[config.mk]
export PLATFORM = sky130hd
export DESIGN_NAME = keypad_scanner
export DESIGN_NICKNAME = d
export VERILOG_FILES = /design/src/rtl/keypad_scanner.sv
export SDC_FILE = /design/constraint.sdc
export NUM_CORES = 1
export LEC_CHECK = 0
export BUFFER_PORTS_ARGS = -buffer_cell sky130_fd_sc_hd__clkbuf_2
export CORE_MARGIN = 3
export CORE_UTILIZATION = 59
export CTS_CLUSTER_SIZE = 20
export DETAILED_ROUTE_END_ITERATION = 8
export GPL_ROUTABILITY_DRIVEN = 0
export PLACE_DENSITY = 0.79
export SLEW_MARGIN = 10
export SYNTH_ARGS = -nofsm -noshare
export SYNTH_HDL_FRONTEND = slang
export SYNTH_SLANG_ARGS = --single-unit
export TNS_END_PERCENT = 30
[constraint.sdc]
create_clock -name clk -period 2.44 [get_ports clk]
set_input_delay 0.366 -clock clk [delete_from_list [all_inputs] [get_ports clk]]
set_output_delay 0.366 -clock clk [all_outputs]
set_load 0.01 [all_outputs]
[src/rtl/keypad_scanner.sv]
// keypad_scanner: 4x4 matrix keypad column scanner with press and release debounce.
// Build option KEYPAD_SYNC_EN: rows pass through a two-flop synchroniser before use.
module keypad_scanner #(
   parameter int unsigned SETTLE_CYCLES   = 4,
   parameter int unsigned DEBOUNCE_CYCLES = 480000,
   parameter int unsigned CNT_W           = 32
) (
   input  logic       clk,
   input  logic       reset,
   input  logic       en,
   input  logic [3:0] rows,
   output logic [3:0] cols,
   output logic [3:0] key_code,
   output logic       key_valid,
   output logic       key_held
);

   typedef enum logic [1:0] {SCAN, DEBOUNCE, HELD} state_t;

   localparam logic [CNT_W-1:0] SETTLE_LAST = CNT_W'(SETTLE_CYCLES - 1);
   localparam logic [CNT_W-1:0] DEB_LAST    = CNT_W'(DEBOUNCE_CYCLES - 1);
   localparam logic [CNT_W-1:0] CNT_ONE     = CNT_W'(1);

   state_t           state, state_nx;
   logic [1:0]       col, col_nx;
   logic [CNT_W-1:0] cnt, cnt_nx;
   logic [3:0]       pat, pat_nx;
   logic [3:0]       code_nx;
   logic             valid_nx;
   logic             one_low;

`ifdef KEYPAD_SYNC_EN
   logic [3:0] rows_m, rows_s;
   always_ff @(posedge clk) begin
      if (!reset) begin
         rows_m <= '1;
         rows_s <= '1;
      end else begin
         rows_m <= rows;
         rows_s <= rows_m;
      end
   end
`else
   logic [3:0] rows_s;
   assign rows_s = rows;
`endif

   function automatic logic [3:0] key_map(input logic [3:0] p, input logic [1:0] c);
      logic [1:0] r;
      logic [3:0] k;
      case (p)
         4'b1110: r = 2'd0;
         4'b1101: r = 2'd1;
         4'b1011: r = 2'd2;
         default: r = 2'd3;
      endcase
      case ({r, c})
         4'h0: k = 4'h1;  4'h1: k = 4'h2;  4'h2: k = 4'h3;  4'h3: k = 4'hA;
         4'h4: k = 4'h4;  4'h5: k = 4'h5;  4'h6: k = 4'h6;  4'h7: k = 4'hB;
         4'h8: k = 4'h7;  4'h9: k = 4'h8;  4'hA: k = 4'h9;  4'hB: k = 4'hC;
         4'hC: k = 4'hE;  4'hD: k = 4'h0;  4'hE: k = 4'hF;  default: k = 4'hD;
      endcase
      return k;
   endfunction

   always_comb begin
      case (rows_s)
         4'b1110, 4'b1101, 4'b1011, 4'b0111: one_low = 1'b1;
         default:                            one_low = 1'b0;
      endcase
   end

   always_comb begin
      state_nx = state;
      col_nx   = col;
      cnt_nx   = cnt;
      pat_nx   = pat;
      code_nx  = key_code;
      valid_nx = 1'b0;
      if (!en) begin
         state_nx = SCAN;
         col_nx   = '0;
         cnt_nx   = '0;
      end else begin
         case (state)
            SCAN: begin
               if (cnt == SETTLE_LAST) begin
                  cnt_nx = '0;
                  if (one_low) begin
                     pat_nx   = rows_s;
                     state_nx = DEBOUNCE;
                  end else begin
                     col_nx = col + 2'd1;
                  end
               end else begin
                  cnt_nx = cnt + CNT_ONE;
               end
            end
            DEBOUNCE: begin
               if (rows_s != pat) begin
                  cnt_nx   = '0;
                  col_nx   = col + 2'd1;
                  state_nx = SCAN;
               end else if (cnt == DEB_LAST) begin
                  cnt_nx   = '0;
                  code_nx  = key_map(pat, col);
                  valid_nx = 1'b1;
                  state_nx = HELD;
               end else begin
                  cnt_nx = cnt + CNT_ONE;
               end
            end
            HELD: begin
               // Any low row, including a second key, restarts the release count.
               if (rows_s != 4'b1111) begin
                  cnt_nx = '0;
               end else if (cnt == DEB_LAST) begin
                  cnt_nx   = '0;
                  col_nx   = '0;
                  state_nx = SCAN;
               end else begin
                  cnt_nx = cnt + CNT_ONE;
               end
            end
            default: begin
               state_nx = SCAN;
               col_nx   = '0;
               cnt_nx   = '0;
            end
         endcase
      end
   end

   always_ff @(posedge clk) begin
      if (!reset) begin
         state     <= SCAN;
         col       <= '0;
         cnt       <= '0;
         pat       <= '1;
         key_code  <= '0;
         key_valid <= 1'b0;
      end else begin
         state     <= state_nx;
         col       <= col_nx;
         cnt       <= cnt_nx;
         pat       <= pat_nx;
         key_code  <= code_nx;
         key_valid <= valid_nx;
      end
   end

   assign cols     = en ? ~(4'b0001 << col) : 4'b1111;
   assign key_held = en && (state == HELD);

endmodule

==> key figures <==
Power
  • Switching Fraction: 0.213
  • Clk network pwr share: 0.356
  • Gate power share: 0.036
  • Int Pwr: roughly 0.00095 W
  • Static leakage: 0.958 nW
  • PwrDens: between 400 and 500 nW/µm²
  • Peak supply drop: just under 300 µV
  • NetSw: around 0.00026 W
  • Seq pwr share: 0.608

Setup path
  • CP cell instances: ha_1, nand4_1, nor4_2, nand4_2, o311a_1
  • Critical R2R Launch: cnt[0]
  • Critical Path AT: 2300 ps
  • CP bufs+invs: 0
  • R2R Setup Slk: around 320 ps
  • Crit path max-delay family: simple AND/OR/NAND/NOR gates
  • CP Launch Type: flip-flop
  • Worst EP required: between 2000 and 3000 ps
  • Reg-to-Reg End: key_code[0]
  • Worst-path fanout max: 6
  • Worst path max stage delay: approximately 500 ps
  • Slowest CP cell: nor4_2
  • R2R depth: 5
  • Critical setup path kind: flip-flop to flip-flop
  • CP endpoint kind: flip-flop

Global routing
  • Largest net degree at the start of global routing: 24
  • Congestion Overflow GR: 0
  • Total Routing Usage GR: 0.200
  • Initial antenna violation count: 0
  • First-pass GRT wire length: about 8000 µm
  • Vias in the first global route: about 1800

STA
  • Setup TNS: 0 ps
  • Worst Skew: 5.64 ps
  • Rel. slew slack: 0.697
  • Period Utilization, post-route: 0.868
  • Final hold vios: 0
  • Worst slew pin tran: between 400 and 500 ps
  • Achievable Freq: 472 MHz
  • Final setup fails: 0
  • Slew Limit Fails: 0
  • Min Tclk post-route: 2120 ps
  • Final setup margin: 321 ps
  • RSZ-0062 raised after global routing: no

Clock tree
  • Worst-Skew Late Latency: 290 ps
  • CTS tree: yes
  • H-Tree Depth: 2
  • Total CTS buffers: 5
  • Post-CTS Resized: 0
  • Clock transition at path regs: 80 ps
  • CTS sink count: 45
  • Clock Tree Buf Depth: 2
  • Hold buffers post-CTS: 0
  • Setup bufs post-CTS: 0
  • Root buf cell: clkbuf_8

Yosys
  • Share of the synthesized area in the top cell type: 0.378
  • Cells after Synth: 290
  • Synth area leaders: dfxtp_1, nor2_1, xor2_1, xnor2_1, nand2_1
  • Register area share after synthesis: 0.378
  • Async SR Flop Fraction: 0
  • Primary FF master, synth: dfxtp_1
  • Count of different cell masters after synthesis: 40
  • Post-synth EDFFs: 0
  • Count leader, synth: nor2_1
  • Synth Register Bits: 45
  • Synth warn: 0
  • Syn Nets: around 300
  • Yosys top cell by area: dfxtp_1
  • Synth Area per Inst: 8.21 µm²
  • Top cell types by occurrence after synthesis: nor2_1, dfxtp_1, nand2_1
  • Netlist Area Pre-Place: approximately 2400 µm²

Route
  • Post-route ant nets: 0
  • DRT Wirelength: 4520 µm
  • Wire per inst: 12.8 µm
  • Via count: 1949
  • Drt first-iter violations: 68
  • # DRC: 0
  • Routed vias/inst: 5.51
  • TritonRoute pass-1 iters: 4

Place
  • PortBufs: 16
  • Setup WS pre-CTS: around 340 ps
  • Hpwl dp: ~3300 µm

Die
  • Core ar.: between 3000 and 4000 µm²
  • Rows: 22
  • Chip width: approximately 70 µm
  • Die area: ~4800 µm²
  • I/O Pins: 17
  • Die height: around 70 µm
  • Starting Density: 0.631

Flow run
  • Max_cap viols: 0

Finish
  • Ant. Diodes: 0
  • Core Util, Final: 0.683
  • Final #Nets: around 320
  • # fillers: 331
  • P&R area growth vs syn: 8.25%
  • Layout cells sized above 1: 0.108

Min path
  • Hold depth: 2
  • Hold-critical path endpoint: pat[3]
  • Min-delay src: reset
  • Hold WC Path Type: primary input to flip-flop

Status
  • Status: completed
## final cells by class
type / instances / area, µm² / area share
Clock buffer: 8 / 80.1 / 0.0311
Timing Repair Buffer: 19 / 103 / 0.0398
Inverter: 8 / 30.0 / 0.0117
Multi-Input combinational cell: 226 / 1400 / 0.545
Tap cell: 48 / 60.1 / 0.0233
Sequential cell: 45 / 901 / 0.350
## worst max-delay path by stage
stage / startpoint / to / slack [ps] / cells past startpoint
2_1_floorplan: cnt[0] / key_code[0] / 560 / 5
3_3_place_gp: cnt[0] / key_code[0] / 420 / 5
3_5_place_dp: cnt[0] / key_code[0] / 340 / 5
4_1_cts: cnt[0] / key_code[0] / 300 / 5
5_1_grt: cnt[0] / col[0] / 110 / 7
6_report: cnt[0] / key_code[0] / 320 / 5
## state kept, by name, summed over array words and instances (netlist names)
name / flops
key_code: 4
cnt: 32
col: 2
key_valid: 1
state: 2
pat: 4
## cells by family after synthesis
kind of cell,Yosys count,share of synthesized area
DFF,45,0.378
muxes,12,0.0515
buffers and inverters,19,0.0321
AOI/OAI and AO/OA,22,0.0557
adders and majority gates,7,0.0368
xor gates and xnor gates,37,0.136
and+or+nand+nor,148,0.310
## through the flow
stage / power [W] / instances / hold slack [ps] / instance area (µm²)
after floorplan: 0.000783 / 290 / 428 / 2380
final: 0.00121 / 354 / 325 / 2580
after CTS: 0.00123 / 354 / 322 / 2580
after global routing: 0.00127 / 354 / 337 / 2580
after global placement: 0.000798 / 346 / 446 / 2500
after detailed placement: 0.000799 / 346 / 456 / 2500
## power groups by stage
stage	Combinational [W]	Clock [W]	Sequential, W
final	0.0000437	0.000431	0.000738
after global routing	0.0000499	0.000478	0.000738
after CTS	0.0000443	0.000444	0.000737
after detailed placement	0.0000440	0	0.000755
after global placement	0.0000433	0	0.000754
after floorplan	0.0000293	0	0.000754
## cell usage in the layout, fill, tap and decap left out, types with 2 or more instances in the layout
cell / n
nor2_1: 57
clkbuf_8: 5
dfxtp_1: 45
nor4_1: 5
nor3_1: 7
nor4_2: 2
nand4_1: 12
xor2_1: 20
mux2_2: 2
a21oi_1: 10
xnor2_1: 17
a31oi_1: 2
inv_1: 8
nand3_1: 11
and3_1: 7
o21ai_0: 4
nand4b_1: 2
or3_1: 3
clkbuf_2: 16
clkbuf_1: 3
ha_1: 7
nor3_2: 2
and2_1: 2
nand2_1: 28
mux2i_1: 10
buf_4: 3
## metal layers
layer | global-route usage | vias up | part of all wire
met5 | 0 | - | 0
met4 | 0.0803 | 0 | 0.023
met3 | 0.0507 | 12 | 0.046
met2 | 0.326 | 42 | 0.47
met1 | 0.253 | 878 | 0.46
li1 | - | 1017 | -
No activity file was read; power rests on OpenSTA's default activity.
